==> config.mk <==
export PLATFORM = sky130hd
export DESIGN_NAME = hilo_muldiv_unit_flat
export DESIGN_NICKNAME = d
export VERILOG_FILES = /design/src/rtl/hilo_muldiv_if.sv /design/src/rtl/hilo_muldiv_unit.sv /design/src/flat_wrapper.sv
export SDC_FILE = /design/constraint.sdc
export NUM_CORES = 1
export LEC_CHECK = 0
export ABC_AREA = 1
export BUFFER_PORTS_ARGS = -buffer_cell sky130_fd_sc_hd__buf_2
export CAP_MARGIN = 20
export CORE_UTILIZATION = 50
export DETAILED_ROUTE_END_ITERATION = 12
export PLACE_DENSITY_LB_ADDON = 0.05
export SYNTH_ARGS = -nofsm -noshare
export SYNTH_HDL_FRONTEND = slang
export SYNTH_SLANG_ARGS = --single-unit
==> constraint.sdc <==
create_clock -name clk -period 2.3 [get_ports clk]
set_input_delay 0.46 -clock clk [delete_from_list [all_inputs] [get_ports clk]]
set_output_delay 0.46 -clock clk [all_outputs]
set_load 0.02 [all_outputs]
==> src/rtl/hilo_muldiv_if.sv <==
// Handshake/result bundle between the control unit (master) and the Hi/Lo
// multiply/divide unit (slave).
interface hilo_muldiv_if #(
    parameter int WIDTH = 32
);
    logic             start;
    logic [1:0]       op;
    logic [WIDTH-1:0] a;
    logic [WIDTH-1:0] b;
    logic             hi_wr;
    logic             lo_wr;
    logic [WIDTH-1:0] wdata;
    logic [WIDTH-1:0] hi;
    logic [WIDTH-1:0] lo;
    logic             busy;
    logic             done;
    logic             div_by_zero;

    modport master (
        output start, op, a, b, hi_wr, lo_wr, wdata,
        input  hi, lo, busy, done, div_by_zero
    );

    modport slave (
        input  start, op, a, b, hi_wr, lo_wr, wdata,
        output hi, lo, busy, done, div_by_zero
    );
endinterface

==> src/rtl/hilo_muldiv_unit.sv <==
// Iterative shift-add multiplier / restoring divider owning the Hi/Lo pair.
// Define HILO_DIV_EN to build the divide datapath; otherwise DIV/DIVU are no-ops.
module hilo_muldiv_unit #(
    parameter int WIDTH = 32,
    parameter int CNT_W = $clog2(WIDTH) + 1
) (
    input logic          clk,
    input logic          reset,
    hilo_muldiv_if.slave bus
);

`ifdef HILO_DIV_EN
    localparam logic DIV_EN = 1'b1;
`else
    localparam logic DIV_EN = 1'b0;
`endif

    localparam logic [1:0] S_IDLE = 2'd0;
    localparam logic [1:0] S_CALC = 2'd1;
    localparam logic [1:0] S_FIX  = 2'd2;

    logic [1:0]       r_state;
    logic [CNT_W-1:0] r_cnt;
    logic             r_is_div;
    logic             r_neg_q;
    logic             r_neg_r;
    logic [WIDTH-1:0] r_mcand;
    logic [WIDTH-1:0] r_acc_hi;
    logic [WIDTH-1:0] r_acc_lo;
    logic [WIDTH-1:0] r_hi;
    logic [WIDTH-1:0] r_lo;
    logic             r_busy;
    logic             r_done;
    logic             r_dbz;
    logic             r_imm_pend;
    logic             r_imm_dbz;

    logic             w_is_div;
    logic             w_a_neg;
    logic             w_b_neg;
    logic             w_b_zero;
    logic             w_launch;
    logic [WIDTH-1:0] w_a_mag;
    logic [WIDTH-1:0] w_b_mag;
    logic [WIDTH:0]   w_mul_sum;
    logic [WIDTH-1:0] w_step_hi;
    logic [WIDTH-1:0] w_step_lo;
    logic [2*WIDTH-1:0] w_prod;
    logic [2*WIDTH-1:0] w_prod_fix;
    logic [WIDTH-1:0] w_res_hi;
    logic [WIDTH-1:0] w_res_lo;

    // op[0]=0 selects the signed variants; magnitudes feed the unsigned core
    assign w_is_div = bus.op[1];
    assign w_a_neg  = ~bus.op[0] & bus.a[WIDTH-1];
    assign w_b_neg  = ~bus.op[0] & bus.b[WIDTH-1];
    assign w_a_mag  = w_a_neg ? -bus.a : bus.a;
    assign w_b_mag  = w_b_neg ? -bus.b : bus.b;
    assign w_b_zero = (bus.b == '0);
    assign w_launch = ~w_is_div | (DIV_EN & ~w_b_zero);

    assign w_mul_sum  = {1'b0, r_acc_hi} + (r_acc_lo[0] ? {1'b0, r_mcand} : '0);
    assign w_prod     = {r_acc_hi, r_acc_lo};
    assign w_prod_fix = r_neg_q ? -w_prod : w_prod;

`ifdef HILO_DIV_EN
    logic [WIDTH:0]   w_div_shift;
    logic [WIDTH+1:0] w_div_diff;
    logic             w_div_ok;
    logic [WIDTH-1:0] w_quo_fix;
    logic [WIDTH-1:0] w_rem_fix;
    logic             w_unused_div;

    // Partial remainder is always below the divisor, so WIDTH+1 bits suffice
    assign w_div_shift  = {r_acc_hi, r_acc_lo[WIDTH-1]};
    assign w_div_diff   = {1'b0, w_div_shift} - {2'b00, r_mcand};
    assign w_div_ok     = ~w_div_diff[WIDTH+1];
    assign w_quo_fix    = r_neg_q ? -r_acc_lo : r_acc_lo;
    assign w_rem_fix    = r_neg_r ? -r_acc_hi : r_acc_hi;
    assign w_unused_div = &{1'b0, w_div_diff[WIDTH]};

    assign w_step_hi = r_is_div ? (w_div_ok ? w_div_diff[WIDTH-1:0] : w_div_shift[WIDTH-1:0])
                                : w_mul_sum[WIDTH:1];
    assign w_step_lo = r_is_div ? {r_acc_lo[WIDTH-2:0], w_div_ok}
                                : {w_mul_sum[0], r_acc_lo[WIDTH-1:1]};
    assign w_res_hi  = r_is_div ? w_rem_fix : w_prod_fix[2*WIDTH-1:WIDTH];
    assign w_res_lo  = r_is_div ? w_quo_fix : w_prod_fix[WIDTH-1:0];
`else
    logic w_unused_div;

    assign w_unused_div = &{1'b0, r_is_div, r_neg_r};
    assign w_step_hi    = w_mul_sum[WIDTH:1];
    assign w_step_lo    = {w_mul_sum[0], r_acc_lo[WIDTH-1:1]};
    assign w_res_hi     = w_prod_fix[2*WIDTH-1:WIDTH];
    assign w_res_lo     = w_prod_fix[WIDTH-1:0];
`endif

    always_ff @(posedge clk) begin
        if (reset) begin
            r_state    <= S_IDLE;
            r_cnt      <= '0;
            r_is_div   <= 1'b0;
            r_neg_q    <= 1'b0;
            r_neg_r    <= 1'b0;
            r_mcand    <= '0;
            r_acc_hi   <= '0;
            r_acc_lo   <= '0;
            r_hi       <= '0;
            r_lo       <= '0;
            r_busy     <= 1'b0;
            r_done     <= 1'b0;
            r_dbz      <= 1'b0;
            r_imm_pend <= 1'b0;
            r_imm_dbz  <= 1'b0;
        end else begin
            // Immediate completions (divide by zero, disabled divide) surface one edge later
            r_done     <= r_imm_pend;
            r_dbz      <= r_imm_pend & r_imm_dbz;
            r_imm_pend <= 1'b0;
            r_imm_dbz  <= 1'b0;
            case (r_state)
                S_IDLE: begin
                    if (bus.start) begin
                        if (w_launch) begin
                            r_state  <= S_CALC;
                            r_busy   <= 1'b1;
                            r_cnt    <= CNT_W'(WIDTH);
                            r_is_div <= w_is_div;
                            r_neg_q  <= w_a_neg ^ w_b_neg;
                            r_neg_r  <= w_a_neg;
                            r_mcand  <= w_b_mag;
                            r_acc_hi <= '0;
                            r_acc_lo <= w_a_mag;
                        end else begin
                            r_imm_pend <= 1'b1;
                            r_imm_dbz  <= DIV_EN;
                        end
                    end else begin
                        if (bus.hi_wr) r_hi <= bus.wdata;
                        if (bus.lo_wr) r_lo <= bus.wdata;
                    end
                end
                S_CALC: begin
                    r_acc_hi <= w_step_hi;
                    r_acc_lo <= w_step_lo;
                    r_cnt    <= r_cnt - CNT_W'(1);
                    if (r_cnt == CNT_W'(1)) r_state <= S_FIX;
                end
                S_FIX: begin
                    r_hi    <= w_res_hi;
                    r_lo    <= w_res_lo;
                    r_busy  <= 1'b0;
                    r_done  <= 1'b1;
                    r_state <= S_IDLE;
                end
                default: begin
                    r_busy  <= 1'b0;
                    r_state <= S_IDLE;
                end
            endcase
        end
    end

    assign bus.hi          = r_hi;
    assign bus.lo          = r_lo;
    assign bus.busy        = r_busy;
    assign bus.done        = r_done;
    assign bus.div_by_zero = r_dbz;

endmodule
==> src/flat_wrapper.sv <==
// flat-port wrapper written by rule: the top's interface ports become plain ports
module hilo_muldiv_unit_flat 
#(
    parameter int WIDTH = 32,
    parameter int CNT_W = $clog2(WIDTH) + 1
)
  (clk, reset, bus_start, bus_op, bus_a, bus_b, bus_hi_wr, bus_lo_wr, bus_wdata, bus_hi, bus_lo, bus_busy, bus_done, bus_div_by_zero);
  hilo_muldiv_if #(.WIDTH(WIDTH)) bus_i ();
  input logic clk;
  input logic reset;
  input wire logic [$bits(bus_i.start)-1:0] bus_start;
  input wire logic [$bits(bus_i.op)-1:0] bus_op;
  input wire logic [$bits(bus_i.a)-1:0] bus_a;
  input wire logic [$bits(bus_i.b)-1:0] bus_b;
  input wire logic [$bits(bus_i.hi_wr)-1:0] bus_hi_wr;
  input wire logic [$bits(bus_i.lo_wr)-1:0] bus_lo_wr;
  input wire logic [$bits(bus_i.wdata)-1:0] bus_wdata;
  output wire logic [$bits(bus_i.hi)-1:0] bus_hi;
  output wire logic [$bits(bus_i.lo)-1:0] bus_lo;
  output wire logic [$bits(bus_i.busy)-1:0] bus_busy;
  output wire logic [$bits(bus_i.done)-1:0] bus_done;
  output wire logic [$bits(bus_i.div_by_zero)-1:0] bus_div_by_zero;
  assign bus_i.start = bus_start;
  assign bus_i.op = bus_op;
  assign bus_i.a = bus_a;
  assign bus_i.b = bus_b;
  assign bus_i.hi_wr = bus_hi_wr;
  assign bus_i.lo_wr = bus_lo_wr;
  assign bus_i.wdata = bus_wdata;
  assign bus_hi = bus_i.hi;
  assign bus_lo = bus_i.lo;
  assign bus_busy = bus_i.busy;
  assign bus_done = bus_i.done;
  assign bus_div_by_zero = bus_i.div_by_zero;
  hilo_muldiv_unit #(.WIDTH(WIDTH), .CNT_W(CNT_W)) u_core (.clk(clk), .reset(reset), .bus(bus_i));
endmodule
# ---- Yosys cells after proc, flatten, opt, wreduce, memory -nomap -nowiden
# Index checks and enable logic that the tools add are counted.
dict set report word_totals {
  regBits 172
  input_bits 103
  out_inout_bits 67
}
dict set report op_classes {
  n_addsub 5
  n_eq_ne 9
  muxes 28
  n_bitwise 8
  n_reduce_logical 10
}
# operator count
set ops {}
lappend ops {{$mux 32} 11}
lappend ops {{$pmux 32 s2} 4}
lappend ops {{$mux 64} 1}
lappend ops {{$neg 32->32} 2}
lappend ops {{$neg 64->64} 1}
lappend ops {{$add 32x33->33} 1}
lappend ops {{$reduce_and 3->1} 6}
lappend ops {{$mux 6} 2}
lappend ops {{$pmux 6 s2} 1}
lappend ops {{$ne 2x2->1 const B} 5}
lappend ops {{$eq 6x1->1 const B} 1}
lappend ops {{$mux 2} 3}
lappend ops {{$sub 6x1->6 const B} 1}
lappend ops {{$not 1->1} 5}
lappend ops {{$mux 1} 4}
lappend ops {{$pmux 2 s2} 1}
lappend ops {{$reduce_bool 2->1} 2}
lappend ops {{$reduce_or 3->1} 1}
lappend ops {{$and 1x1->1} 2}
lappend ops {{$eq 2x1->1 const B} 1}
lappend ops {{$eq 2x2->1 const B} 1}
lappend ops {{$logic_not 2->1} 1}
lappend ops {{$ne 2x1->1 const B} 1}
lappend ops {{$pmux 1 s2} 1}
lappend ops {{$xor 1x1->1} 1}

# ---- Logic depth before layout (Yosys ltp)
dict set report depth {
  ltp_word 6
  depth_mapped 18
  ltp_nobuf 16
}

# ---- Worst setup path after synthesis
# No wires, ideal clock.
dict set report synth_path {
  path_type {reg-to-reg}
  startpoint {register u_core.r_acc_lo[0]}
  endpoint {register u_core.r_acc_hi[19]}
  setup_ps 113
  arrival_ps 2271
  required_time_ps 2187
  slack_ps -84
  path_stages_with_launch 18
  n_path_buf 2
  synth_period_minus_slack_ps 2384
  cell_sequence {dfxtp_1 buf_6 clkbuf_1 nand2_1 inv_1 ha_1 inv_1 fa_1 o21ai_0 nand2_1 nand2_1 nand2_1 nand2_1 nand3_1 nand2_1 nand2_1 nand3_1 nand2_1}
}
dict set report synth_via {
  elab_chain_len 3
}
# item line
set synth_rtl {}
lappend synth_rtl {{start, declared} hilo_muldiv_unit.sv:29} ;# logic [WIDTH-1:0] r_acc_lo;
lappend synth_rtl {{start signal, assigned} hilo_muldiv_unit.sv:133} ;# r_acc_lo <= w_a_mag;
lappend synth_rtl {{start signal, assigned} hilo_muldiv_unit.sv:145} ;# r_acc_lo <= w_step_lo;
lappend synth_rtl {{$mux 32} hilo_muldiv_unit.sv:62} ;# assign w_mul_sum = {1'b0, r_acc_hi} + (r_acc_lo[0] ? {1'b0, r_mcand} : '0);
lappend synth_rtl {{$add 32x33->33} hilo_muldiv_unit.sv:62}
lappend synth_rtl {{$pmux 32 s2} hilo_muldiv_unit.sv:121} ;# case (r_state)
lappend synth_rtl {{end signal, assigned} hilo_muldiv_unit.sv:144} ;# r_acc_hi <= w_step_hi;
lappend synth_rtl {{end, declared} hilo_muldiv_unit.sv:28} ;# logic [WIDTH-1:0] r_acc_hi;
# Every way passes these cells.
# A chain may end at the register's enable or synchronous reset.

# ---- Final worst setup path
dict set report layout_path {
  startpoint {register u_core.r_acc_lo[0]}
  endpoint {register u_core.r_acc_hi[30]}
}
# Same word-level chain as after synthesis.

==> results <==
- The core area is 25,300 um2.
- In this run the critical register-to-register path is captured at u_core.r_acc_hi[30].
- The first routing iteration left 1,400 violations.
- The worst hold path begins at bus_b[31].
- The top-level I/O count is 170.
- The number of clock sinks is 172.
- Setup total negative slack on the finished layout was measured at 0 ps.
- The worst hold-check slack is 303 ps.
- The share of the clock period used by the worst path after layout is 95.1%.
- The buffer type at the clock tree root is sky130_fd_sc_hd__clkbuf_16.
- The remaining design rule violation count is 0.
- The cell that appears most often on the critical path is sky130_fd_sc_hd__nand2_1.
- The CTS H-tree depth is 4.
- The per-cell via count in the routed design is 5.64.
- The synthesized design contains 172 register bits.
- STA classifies the critical path startpoint as a register.
- Counting instances, the worst hold path has a depth of 4.
- The largest net degree at the start of global routing is 82.
- The class of the tightest hold or removal check is primary input to register.
- The cell at the slowest stage of the critical path is sky130_fd_sc_hd__dfxtp_4.
- The worst clock skew on the final layout is 19.9 ps.
- The number of placed instances, taps included is 2,658.
- The number of buffers added on ports is 168.
- In this run the vertical extent of the chip is 163 um.
- The via count of the first global-routing pass came to 13,830.
- Leaving out fill and tap cells, the most frequent cells in the layout are 538 x sky130_fd_sc_hd__nand2_1, 292 x sky130_fd_sc_hd__nor2_1, 232 x sky130_fd_sc_hd__nand3_1.
- The congestion estimate from routability-driven global placement came to 0.966.
- The share of post-route cells with drive strength above 1 is 14.8%.
- The type of the setup path with the least slack is register to register.
- In the final routed layout, each cell accounts on average for 17.5 um.
- The cell area after technology mapping is 13,000 um2.
- The length of the first detailed-routing pass in iterations is 6.
- The first global-routing pass estimated 72,900 um of wire.
- The post-DP HPWL is 36,400 um.
- The cell count after synthesis came out at 2,192.
- The mean instance size in the synthesized netlist is 5.92 um2.
- The die is 163 um wide.
- The signal on the critical path passes through clkbuf_16, nand2_1, inv_1, ha_1, a21oi_1, a21boi_0, nand2_1, a21oi_1, nand3b_1, nand3_1, nand2_1.
- The layer flagged by global routing as most heavily used is met2.
- The global router's overall resource usage is 35.3%.
- The flow ran to the end, and the final reports show no timing, DRC or antenna violations.
- The capturing element type of the critical path is a register.
- For met2 alone, demand over resource in global routing was 60.7%.
- The post-synth net total is 2,333.
- The number of distinct library cell variants in the gate-level netlist after synthesis is 52.
- In the global route stage, met3 resource usage came out at 3.94%.
- The number of warnings printed during yosys synthesis is 0.
- Summed over all cells, the static leakage comes to 7.52 nW.
- The share of the yosys chip area belonging to registers is 26.5%.
- Once detail routing completed, the nets flagged for antenna violations numbered 0.
- The number of maximum-capacitance constraint violations is 0.
- After clock tree synthesis, the clock-pin slew on the worst setup and hold paths is 80 ps.
- The initial antenna violation count is 0.
- The count of antenna diodes in the layout is 0.
- The final period demand of the worst path is 2190 ps.
- The overflow left after global routing is 0.
- The total wire length after detailed routing is 47,100 um.
- Across the VDD grid, the largest voltage drop is 0.000452 V.
- The CTS tree is built.
- The share of flip-flops with an asynchronous set or reset is 0%.
- The number of endpoints with negative hold slack in the final report is 0.
- STA puts the critical path data required time at 2650 ps.
- The critical path data arrival time is 2540 ps.
- The sum of buffers and inverters on the critical path is 2.
- In this run the register-to-register setup slack is 110 ps.
- On the worst path, the slowest cell contributes a delay of 390 ps.
- The worst-case headroom to the max-slew limit is 54.4%.
- The final count of negative-setup-slack endpoints is 0.
- For hold timing, the worst endpoint is u_core.r_neg_q.
- The total via count after detailed routing is 15,192.
- The maximum achievable frequency is 0.457 GHz.
- Counting the fill cells in the layout gives 2,606.
- The library cell used most frequently in the layout, excluding fill and tap cells, is sky130_fd_sc_hd__nand2_1.
- The initial core utilization is 51.2%.
- The total number of nets in the final design is 2,490.
- Buffers inserted during clock tree synthesis total 17.
- Power spread over the standard cell area amounts to 567 nW/um2.
- The buffer levels on the longest clock path is 2.
- Of all nets on the critical path, the largest fanout is 17.
- After clock tree synthesis, the flow added hold-fix buffers numbering 0.
- The full die area is 26,600 um2.
- The worst-case reg-to-reg path depth is 11.
- The signed area change from the synthesized netlist to the final layout is 16.2%.
- The final cell count without fillers is 2,692.
- The met1 demand-to-capacity share in global routing is 45.3%.
- Row generation in the floorplan step produced 58 rows.
- Clock latency on the worst-skew pair, taken at its later pin, is 450 ps.
- The main flop type after synthesis is sky130_fd_sc_hd__dfxtp_1.
- In this run, synthesis inferred 0 flip-flops with an integrated enable.
- The number of slew-limit violations in the final report is 0.
- The worst register-to-register path begins at u_core.r_acc_lo[0].
- In this design, the largest share of critical-path delay is due to compound AO/OA/AOI/OAI gates.
- For the pin with the worst max-slew slack, the measured transition is 683 ps.
- The post-layout total power is 8.55 mW.
-- area by class of cell --
class	count	area, um2	share of cell area (%)
multi-input combinational	1696	8350	55.4
sequential	172	3450	22.9
timing repair buffer	220	1340	8.86
inverter	242	910	6.03
clock inverter	15	199	1.32
clock buffer	17	425	2.82
tap	330	413	2.74
-- sequential cells by signal, indices dropped and copies added (netlist names), 2 cells and up --
name,cells
u_core.bus.hi,32
u_core.r_mcand,32
u_core.r_acc_hi,32
u_core.r_cnt,6
u_core.bus.lo,32
u_core.r_state,2
u_core.r_acc_lo,32
-- worst min-delay path, cell delays in order --
cell and delay (ps):
sky130_fd_sc_hd__buf_2 70, sky130_fd_sc_hd__inv_1 50, sky130_fd_sc_hd__nand2_1 60, sky130_fd_sc_hd__a31oi_1 70
-- cells by family after synthesis --
family	count (synthesis)	synth area share, %
flops	172	26.5
xor+xnor	23	1.55
simple gates	1185	39.1
buf+inv	324	10.2
other cells	1	0.0289
compound gates	449	18.9
fa+ha+maj	38	3.72
-- cell usage after synthesis, types with 3 or more instances --
master / number / share of area (%)
sky130_fd_sc_hd__buf_2: 25 / 0.96
sky130_fd_sc_hd__o22ai_2: 4 / 0.39
sky130_fd_sc_hd__and2_1: 3 / 0.14
sky130_fd_sc_hd__inv_1: 229 / 6.6
sky130_fd_sc_hd__xor2_1: 21 / 1.4
sky130_fd_sc_hd__o21ai_2: 5 / 0.34
sky130_fd_sc_hd__a21boi_0: 4 / 0.23
sky130_fd_sc_hd__o22ai_1: 6 / 0.29
sky130_fd_sc_hd__or2_2: 13 / 0.63
sky130_fd_sc_hd__nor3b_1: 3 / 0.17
sky130_fd_sc_hd__ha_1: 37 / 3.6
sky130_fd_sc_hd__a211oi_1: 10 / 0.58
sky130_fd_sc_hd__nand3_1: 233 / 9.0
sky130_fd_sc_hd__inv_2: 11 / 0.32
sky130_fd_sc_hd__o21bai_1: 14 / 0.81
sky130_fd_sc_hd__buf_4: 9 / 0.52
sky130_fd_sc_hd__buf_6: 5 / 0.43
sky130_fd_sc_hd__o21ai_1: 20 / 0.77
sky130_fd_sc_hd__a21oi_1: 182 / 7.0
sky130_fd_sc_hd__o211ai_1: 6 / 0.35
sky130_fd_sc_hd__nand2_2: 8 / 0.39
sky130_fd_sc_hd__buf_1: 7 / 0.20
sky130_fd_sc_hd__nor2_4: 8 / 0.69
sky130_fd_sc_hd__a31oi_1: 21 / 1.0
sky130_fd_sc_hd__nor3_1: 19 / 0.73
sky130_fd_sc_hd__nor2_1: 298 / 8.6
sky130_fd_sc_hd__o21ai_0: 166 / 6.4
sky130_fd_sc_hd__clkbuf_1: 35 / 1.0
sky130_fd_sc_hd__nand4_1: 26 / 1.3
sky130_fd_sc_hd__nand3b_1: 14 / 0.81
sky130_fd_sc_hd__dfxtp_1: 172 / 27
sky130_fd_sc_hd__nand2_1: 546 / 16
sky130_fd_sc_hd__nor2_2: 7 / 0.34
-- power by group --
| group | switching [mW] | leakage [nW] | internal [mW] |
|---|---|---|---|
| Combinational | 1.39 | 5.82 | 0.667 |
| Sequential | 0.179 | 1.41 | 3.19 |
| Clock | 1.46 | 0.293 | 1.67 |
-- routing by layer --
metal / up-vias / wire length (um)
li1: 7518 / -
met3: 87 / 2700
met1: 7011 / 20500
met2: 576 / 22400
met4: 0 / 1540
met5: - / 0
-- per-stage QoR --
stage | util (%) | setup slack (ps) | area (um2)
after floorplan | - | 23.4 | 13000
after global placement | 56.4 | 18.1 | 14300
after detailed placement | 56.4 | -1.29 | 14300
after CTS | 58.9 | 5.97 | 14900
after global routing | 59.5 | -18.3 | 15100
final | 59.5 | 113 | 15100
-- worst max-delay path by stage --
| stage | start | to | slack (ps) | cells past startpoint |
|---|---|---|---|---|
| 2_1_floorplan | u_core.r_acc_lo[0] | u_core.r_acc_hi[19] | 20 | 17 |
| 3_3_place_gp | u_core.r_acc_lo[0] | u_core.r_acc_hi[29] | 20 | 13 |
| 3_5_place_dp | u_core.r_acc_lo[0] | u_core.r_acc_hi[19] | -1 | 13 |
| 4_1_cts | u_core.r_acc_lo[0] | u_core.r_acc_hi[14] | 6 | 11 |
| 5_1_grt | u_core.r_acc_lo[0] | u_core.r_acc_hi[14] | -20 | 13 |
| 6_report | u_core.r_acc_lo[0] | u_core.r_acc_hi[30] | 110 | 11 |
-- what timing repair did --
action,CTS,global route
resized for setup,3,38
pin swaps,0,5
endpoints found under the hold margin,0,0
setup buffers,0,1
endpoints found under the setup margin,7,31
cloned,0,1
Power figures use the tool's default switching activity.
